**config.mk**
```make
export PLATFORM = sky130hd
export DESIGN_NAME = mdu_sequencer
export DESIGN_NICKNAME = d
export VERILOG_FILES = /design/src/rtl/mdu_sequencer.sv
export SDC_FILE = /design/constraint.sdc
export NUM_CORES = 1
export LEC_CHECK = 0
export ABC_AREA = 1
export BUFFER_PORTS_ARGS = -buffer_cell sky130_fd_sc_hd__buf_4
export CAP_MARGIN = 0
export CELL_PAD_IN_SITES_DETAIL_PLACEMENT = 1
export CELL_PAD_IN_SITES_GLOBAL_PLACEMENT = 1
export CORE_MARGIN = 4
export CORE_UTILIZATION = 41
export CTS_BUF_LIST = sky130_fd_sc_hd__clkbuf_8
export CTS_CLUSTER_DIAMETER = 200
export DETAILED_ROUTE_END_ITERATION = 10
export PLACE_DENSITY_LB_ADDON = 0.3
export SKIP_LAST_GASP = 1
export SYNTH_ARGS = -nofsm -noshare
export SYNTH_HDL_FRONTEND = slang
export SYNTH_SLANG_ARGS = --single-unit
```
**constraint.sdc**
```tcl
create_clock -name clk -period 4.78 [get_ports clk]
set_clock_uncertainty 0.15 [all_clocks]
set_input_delay 0.239 -clock clk [delete_from_list [all_inputs] [get_ports clk]]
set_output_delay 0.239 -clock clk [all_outputs]
set_load 0.05 [all_outputs]
```
**src/rtl/mdu_sequencer.sv**
```systemverilog
`timescale 1ns/1ps
// mdu_sequencer: iterative RV32M multiply/divide unit for the execute stage.
// A request is taken from IDLE when start is high and flush is low. The
// operation then runs one radix-2 step per cycle in CALC, while holding stall
// high. Divide-by-zero and signed overflow skip CALC entirely. DONE presents
// the result for exactly one cycle.
// Ports:
//   clk, rst_n      clock (rising edge), asynchronous active-low reset
//   start           M-extension op in execute (level, held while stalled)
//   funct3          0 MUL,1 MULH,2 MULHSU,3 MULHU,4 DIV,5 DIVU,6 REM,7 REMU
//   op_a, op_b      rs1 / rs2 operand values
//   flush           pipeline flush, aborts any operation
//   stall           hold execute and upstream stages
//   busy            FSM not idle
//   done            one-cycle result-valid pulse
//   result          operation result, meaningful while done=1
module mdu_sequencer #(
  parameter int XLEN  = 32,
  parameter int CNT_W = $clog2(XLEN) + 1
) (
  input  logic            clk,
  input  logic            rst_n,
  input  logic            start,
  input  logic [2:0]      funct3,
  input  logic [XLEN-1:0] op_a,
  input  logic [XLEN-1:0] op_b,
  input  logic            flush,
  output logic            stall,
  output logic            busy,
  output logic            done,
  output logic [XLEN-1:0] result
);

  localparam int DW = 2 * XLEN;

  typedef enum logic [1:0] {ST_IDLE = 2'd0, ST_CALC = 2'd1, ST_DONE = 2'd2} state_t;

  state_t            state_r, next_state_s;
  logic [2:0]        funct3_r;
  logic [XLEN-1:0]   opnd_r;     // multiplicand or divisor magnitude
  logic [DW-1:0]     acc_r;      // mul: {partial hi, multiplier}; div: {remainder, quotient}
  logic              q_neg_r, r_neg_r;
  logic [CNT_W-1:0]  cnt_r;
  logic [XLEN-1:0]   result_r;

  logic              accept_s, is_div_s, signed_a_s, signed_b_s, neg_a_s, neg_b_s;
  logic              div_zero_s, ovf_s, fast_s;
  logic [XLEN-1:0]   mag_a_s, mag_b_s, fast_res_s, final_res_s;
  logic [XLEN:0]     mul_sum_s, div_diff_s;
  logic [DW-1:0]     step_next_s, prod_fix_s;

  // Decode the incoming request: signedness, magnitudes and fast-path detection.
  always_comb begin
    accept_s   = (state_r == ST_IDLE) & start & ~flush;
    is_div_s   = funct3[2];
    signed_a_s = (funct3 == 3'd1) | (funct3 == 3'd2) | (funct3 == 3'd4) | (funct3 == 3'd6);
    signed_b_s = (funct3 == 3'd1) | (funct3 == 3'd4) | (funct3 == 3'd6);
    neg_a_s    = signed_a_s & op_a[XLEN-1];
    neg_b_s    = signed_b_s & op_b[XLEN-1];
    mag_a_s    = neg_a_s ? ({XLEN{1'b0}} - op_a) : op_a;
    mag_b_s    = neg_b_s ? ({XLEN{1'b0}} - op_b) : op_b;
    div_zero_s = is_div_s & (op_b == {XLEN{1'b0}});
    // Overflow only exists for the signed divide ops (funct3 bit 0 clear).
    ovf_s      = is_div_s & ~funct3[0] & (op_a == {1'b1, {(XLEN-1){1'b0}}})
                 & (op_b == {XLEN{1'b1}});
    fast_s     = div_zero_s | ovf_s;
    if (div_zero_s) begin
      fast_res_s = funct3[1] ? op_a : {XLEN{1'b1}};
    end else begin
      fast_res_s = funct3[1] ? {XLEN{1'b0}} : {1'b1, {(XLEN-1){1'b0}}};
    end
  end

  // One radix-2 step (shift-add multiply or restoring divide) and sign fix-up of its outcome.
  always_comb begin
    mul_sum_s  = {1'b0, acc_r[DW-1:XLEN]} + (acc_r[0] ? {1'b0, opnd_r} : {(XLEN+1){1'b0}});
    // Shifted partial remainder is acc_r[DW-1:XLEN-1]; a clear top bit means it fits.
    div_diff_s = acc_r[DW-1:XLEN-1] - {1'b0, opnd_r};
    if (funct3_r[2]) begin
      if (!div_diff_s[XLEN]) begin
        step_next_s = {div_diff_s[XLEN-1:0], acc_r[XLEN-2:0], 1'b1};
      end else begin
        step_next_s = {acc_r[DW-2:0], 1'b0};
      end
    end else begin
      step_next_s = {mul_sum_s, acc_r[XLEN-1:1]};
    end
    prod_fix_s = q_neg_r ? ({DW{1'b0}} - step_next_s) : step_next_s;
    if (!funct3_r[2]) begin
      final_res_s = (funct3_r == 3'd0) ? prod_fix_s[XLEN-1:0] : prod_fix_s[DW-1:XLEN];
    end else if (funct3_r[1]) begin
      final_res_s = r_neg_r ? ({XLEN{1'b0}} - step_next_s[DW-1:XLEN]) : step_next_s[DW-1:XLEN];
    end else begin
      final_res_s = q_neg_r ? ({XLEN{1'b0}} - step_next_s[XLEN-1:0]) : step_next_s[XLEN-1:0];
    end
  end

  // FSM state register.
  always_ff @(posedge clk or negedge rst_n) begin
    if (!rst_n) begin
      state_r <= ST_IDLE;
    end else begin
      state_r <= next_state_s;
    end
  end

  // FSM next-state logic; flush returns to IDLE from any state.
  always_comb begin
    next_state_s = ST_IDLE;
    case (state_r)
      ST_IDLE: begin
        if (accept_s) begin
          next_state_s = fast_s ? ST_DONE : ST_CALC;
        end else begin
          next_state_s = ST_IDLE;
        end
      end
      ST_CALC: begin
        if (flush) begin
          next_state_s = ST_IDLE;
        end else if (cnt_r == CNT_W'(1)) begin
          next_state_s = ST_DONE;
        end else begin
          next_state_s = ST_CALC;
        end
      end
      ST_DONE: next_state_s = ST_IDLE;
      default: next_state_s = ST_IDLE;
    endcase
  end

  // FSM outputs; stall is gated by rst_n so it reads 0 while reset is held.
  always_comb begin
    stall  = (accept_s & rst_n) | (state_r == ST_CALC);
    busy   = (state_r != ST_IDLE);
    done   = (state_r == ST_DONE) & ~flush;
    result = result_r;
  end

  // Datapath: latch the request, iterate, and capture the final result.
  always_ff @(posedge clk or negedge rst_n) begin
    if (!rst_n) begin
      funct3_r <= 3'd0;
      opnd_r   <= {XLEN{1'b0}};
      acc_r    <= {DW{1'b0}};
      q_neg_r  <= 1'b0;
      r_neg_r  <= 1'b0;
      cnt_r    <= {CNT_W{1'b0}};
      result_r <= {XLEN{1'b0}};
    end else if (flush) begin
      cnt_r <= {CNT_W{1'b0}};
    end else if (accept_s) begin
      funct3_r <= funct3;
      cnt_r    <= CNT_W'(XLEN);
      q_neg_r  <= neg_a_s ^ neg_b_s;
      r_neg_r  <= neg_a_s;
      opnd_r   <= is_div_s ? mag_b_s : mag_a_s;
      acc_r    <= {{XLEN{1'b0}}, (is_div_s ? mag_a_s : mag_b_s)};
      if (fast_s) begin
        result_r <= fast_res_s;
      end else begin
        result_r <= result_r;
      end
    end else if (state_r == ST_CALC) begin
      acc_r <= step_next_s;
      cnt_r <= cnt_r - CNT_W'(1);
      if (cnt_r == CNT_W'(1)) begin
        result_r <= final_res_s;
      end else begin
        result_r <= result_r;
      end
    end else begin
      cnt_r <= cnt_r;
    end
  end

endmodule

```
==> out/qor.yml <==
layout:
  fillCellCount: 6072
  fin_cells: 3847
  drive_above_1_share_pct: 11.6
  seq_area_um2: 3530
  final_util_pct: 47.7
  syn_to_final_growth_pct: 14.3
  nNetsFinal: 3393
  multiInputGateArea_um2: 12500
  antennaDiodeCount: 0
placed_design:
  dpl.cell_count: 3782
  dp_slack_ns: 0.0832
  dp_hpwl_um: 79700
  routabilityCongestion: 1.08
  numPortBuffers: 105
detailed_routing:
  wl_per_cell_um: 25.6
  drt_iter0_markers: 2211
  firstDrtPassIters: 5
  wl_um: 98700
  detail-route-antenna-nets: 0
  viasPerCell: 5.98
  drcViolationCount: 0
  vias: 23000
worst_setup_path:
  slowest_delay_ns: 0.43
  cp_cell_sequence: "nand2_1, inv_1, ha_1, fa_1, nand2_1, o21ai_1, a21o_1, nand2_1, nand2_1, nand2_1, nand2_1, nand2_1, nand3_1, nand2_1, nor2_2, nand2_2, nor2_1, nand3_1, nand2_1, xor2_1, a21oi_1, nor2_1, nor2_1"
  cp_common_cell: "nand2_1"
  worstPathMaxFanout: 5
  r2r_slack_ns: 0.12
  cp-end-kind: "flop"
  critPathKind: "reg -> reg"
  slowest_stage: "dfrtp_1"
  start_kind: "flop"
  arrival_ns: 4.96
  cp.required_ns: 5.08
synthesis:
  synth_area_leaders: "dfrtp_1 (20%), nand2_1 (19%), inv_1 (9.2%), nand3_1 (7.0%), nor2_1 (6.5%)"
  avgSynthCellArea_um2: 5.79
  ys_seq_area_share_pct: 19.6
  netlist.area_leader.share_pct: 19.6
  synthArstFlopShare_pct: 100
  ys_ff_latch: 141
  yosysMostFrequentCell: "nand2_1"
  synth_warnings: 0
  ys_top_cells_by_count: "nand2_1 (918), inv_1 (441), nor2_1 (314), nand3_1 (254), o21ai_0 (174)"
  ys.flop_type: "dfrtp_1"
  synth_edf_count: 0
  syn_nets: 3259
  synthesis.instances: 3115
  yosys.area.top_type: "dfrtp_1"
  synthDistinctLibCells: 55
  synthesis.area_um2: 18000
power_and_ir_drop:
  clkPwrFrac_pct: 7.0
  leakagePower_nw: 10.8
  powerDensity_nw_per_um2: 784
  swShare_pct: 64.2
  ir_drop_mv: 0.518
  p_sw_mw: 10.4
  comb_power_share_pct: 80.2
  p_seq_share_pct: 12.8
  internal_power_mw: 5.79
clock_network:
  cts_buffer_depth: 2
  cts.sinks: 141
  clockRootBuffer: "clkbuf_8"
  insertion_delay_ns: 0.57
  cts.clk_slew.worst_paths_ns: 0.09
  ctsHtreeMaxLevel: 4
  cts_made_buffers: 17
  tritoncts: "built"
floorplanning:
  dieArea_um2: 47400
  rows: 76
  ios: 106
  die_w_um: 218
  core_um2: 43300
  start_util_pct: 41.7
  die_y_um: 218
sta:
  max_slew_margin_pct: 28.6
  min_period_ns: 4.66
  hold_slack_ns: 0.0231
  report.final.slew_viol_count: 0
  fin_crit_sh_pct: 97.5
  hold_viol: 0
  finalSetupViolCount: 0
  setup_tns_ns: 0
  layout_setup_ws_ns: 0.119
  worst_slew_pin_slew_ns: 1.07
  fmax_mhz: 215
grt:
  grt_pass1_vias: 23500
  grt_max_degree: 80
  grt_pass1_wl_um: 146000
  grt.total_usage_pct: 40.9
  grt_antenna_before_repair: 2
  gr-total-overflow: 0
status:
  status: "finished clean"
hold_path:
  min_path_type: "in -> reg"
flow_run:
  drv_cap: 0
==> routing by layer <==
layer / vias to the layer above / GRT usage (%) / wire length (um)
met5: - / 0 / 21
met4: 4 / 25.2 / 7230
met3: 313 / 6.63 / 7960
met2: 1137 / 67.0 / 45100
met1: 11200 / 50.4 / 38400
li1: 10300 / - / -
==> worst max-delay path: cells and delay by family, from the launching register on <==
family,cells,cell delay [ns]
buffers and inverters,1,0.09
AOI/OAI and AO/OA,3,0.76
adders and majority gates,2,0.74
xor gates and xnor gates,1,0.35
and+or+nand+nor,16,2.04
DFF,1,0.43
==> metrics by stage <==
step	instance area [um2]	total power [mW]
after floorplan	18000	9.71
after global placement	19800	14.1
after detailed placement	19800	14.4
after CTS	20400	15.6
after global routing	20600	17.1
final	20600	16.2
==> flip-flops by register name, indices dropped and copies added (netlist names) <==
| signal | cells |
|---|---|
| cnt_r | 6 |
| state_r | 2 |
| funct3_r | 3 |
| acc_r | 64 |
| q_neg_r | 1 |
| r_neg_r | 1 |
| result | 32 |
| opnd_r | 32 |
==> path summary, 6_finish.rpt <==
check                           startpoint         end  cells after the start
max in group asynchronous            rst_n   acc_r[11]                      3
worst min register to register  result[31]  result[31]                      2
worst max register to register    acc_r[0]  result[21]                     23
worst max-delay path              acc_r[0]  result[21]                     23
worst min-delay path              op_b[25]   acc_r[25]                      6
min in group asynchronous            rst_n  result[16]                      2
==> cell type report <==
class	count	share of cell area (%)
clock buffers	19	1.27
clock inverters	13	0.722
repair buffers	219	8.48
well taps	585	3.55
flip-flops and latches	141	17.1
multi-input cells	2412	60.5
inverters	458	8.34
==> cell usage in the layout (no fill, tap or decap), types with 27 or more instances in the layout <==
cell type and n:
a21oi_1 161, buf_4 188, dfrtp_1 138, dlygate4sd3_1 27, ha_1 65, inv_1 443, nand2_1 914, nand2_2 37
nand3_1 250, nand4_1 40, nor2_1 309, nor3_1 49, o21ai_0 173, o22ai_1 34, xor2_1 86
==> repair_timing <==
action | CTS | global route
hold buffers | 27 | 0
gates resized for setup | 0 | 33
endpoints found under the setup margin | 0 | 23
setup buffers | 0 | 6
endpoints found under the hold margin | 94 | 0
==> power by group through the flow <==
stage | Sequential, mW | Combinational, mW | Clock (mW)
final | 2.07 | 13.0 | 1.13
after floorplan | 2.24 | 7.47 | 0
after global routing | 2.10 | 13.8 | 1.16
after global placement | 2.05 | 12.0 | 0
after detailed placement | 2.07 | 12.3 | 0
after CTS | 2.05 | 12.4 | 1.13
==> cell families after synthesis <==
| kind of cell | synth area share [%] |
|---|---|
| compound gates | 16.6 |
| xor+xnor | 5.39 |
| fa+ha+maj | 5.15 |
| buf+inv | 12.1 |
| flops | 19.6 |
| mux | 0.0555 |
| simple gates | 41.1 |
Power figures use the tool's default switching activity.
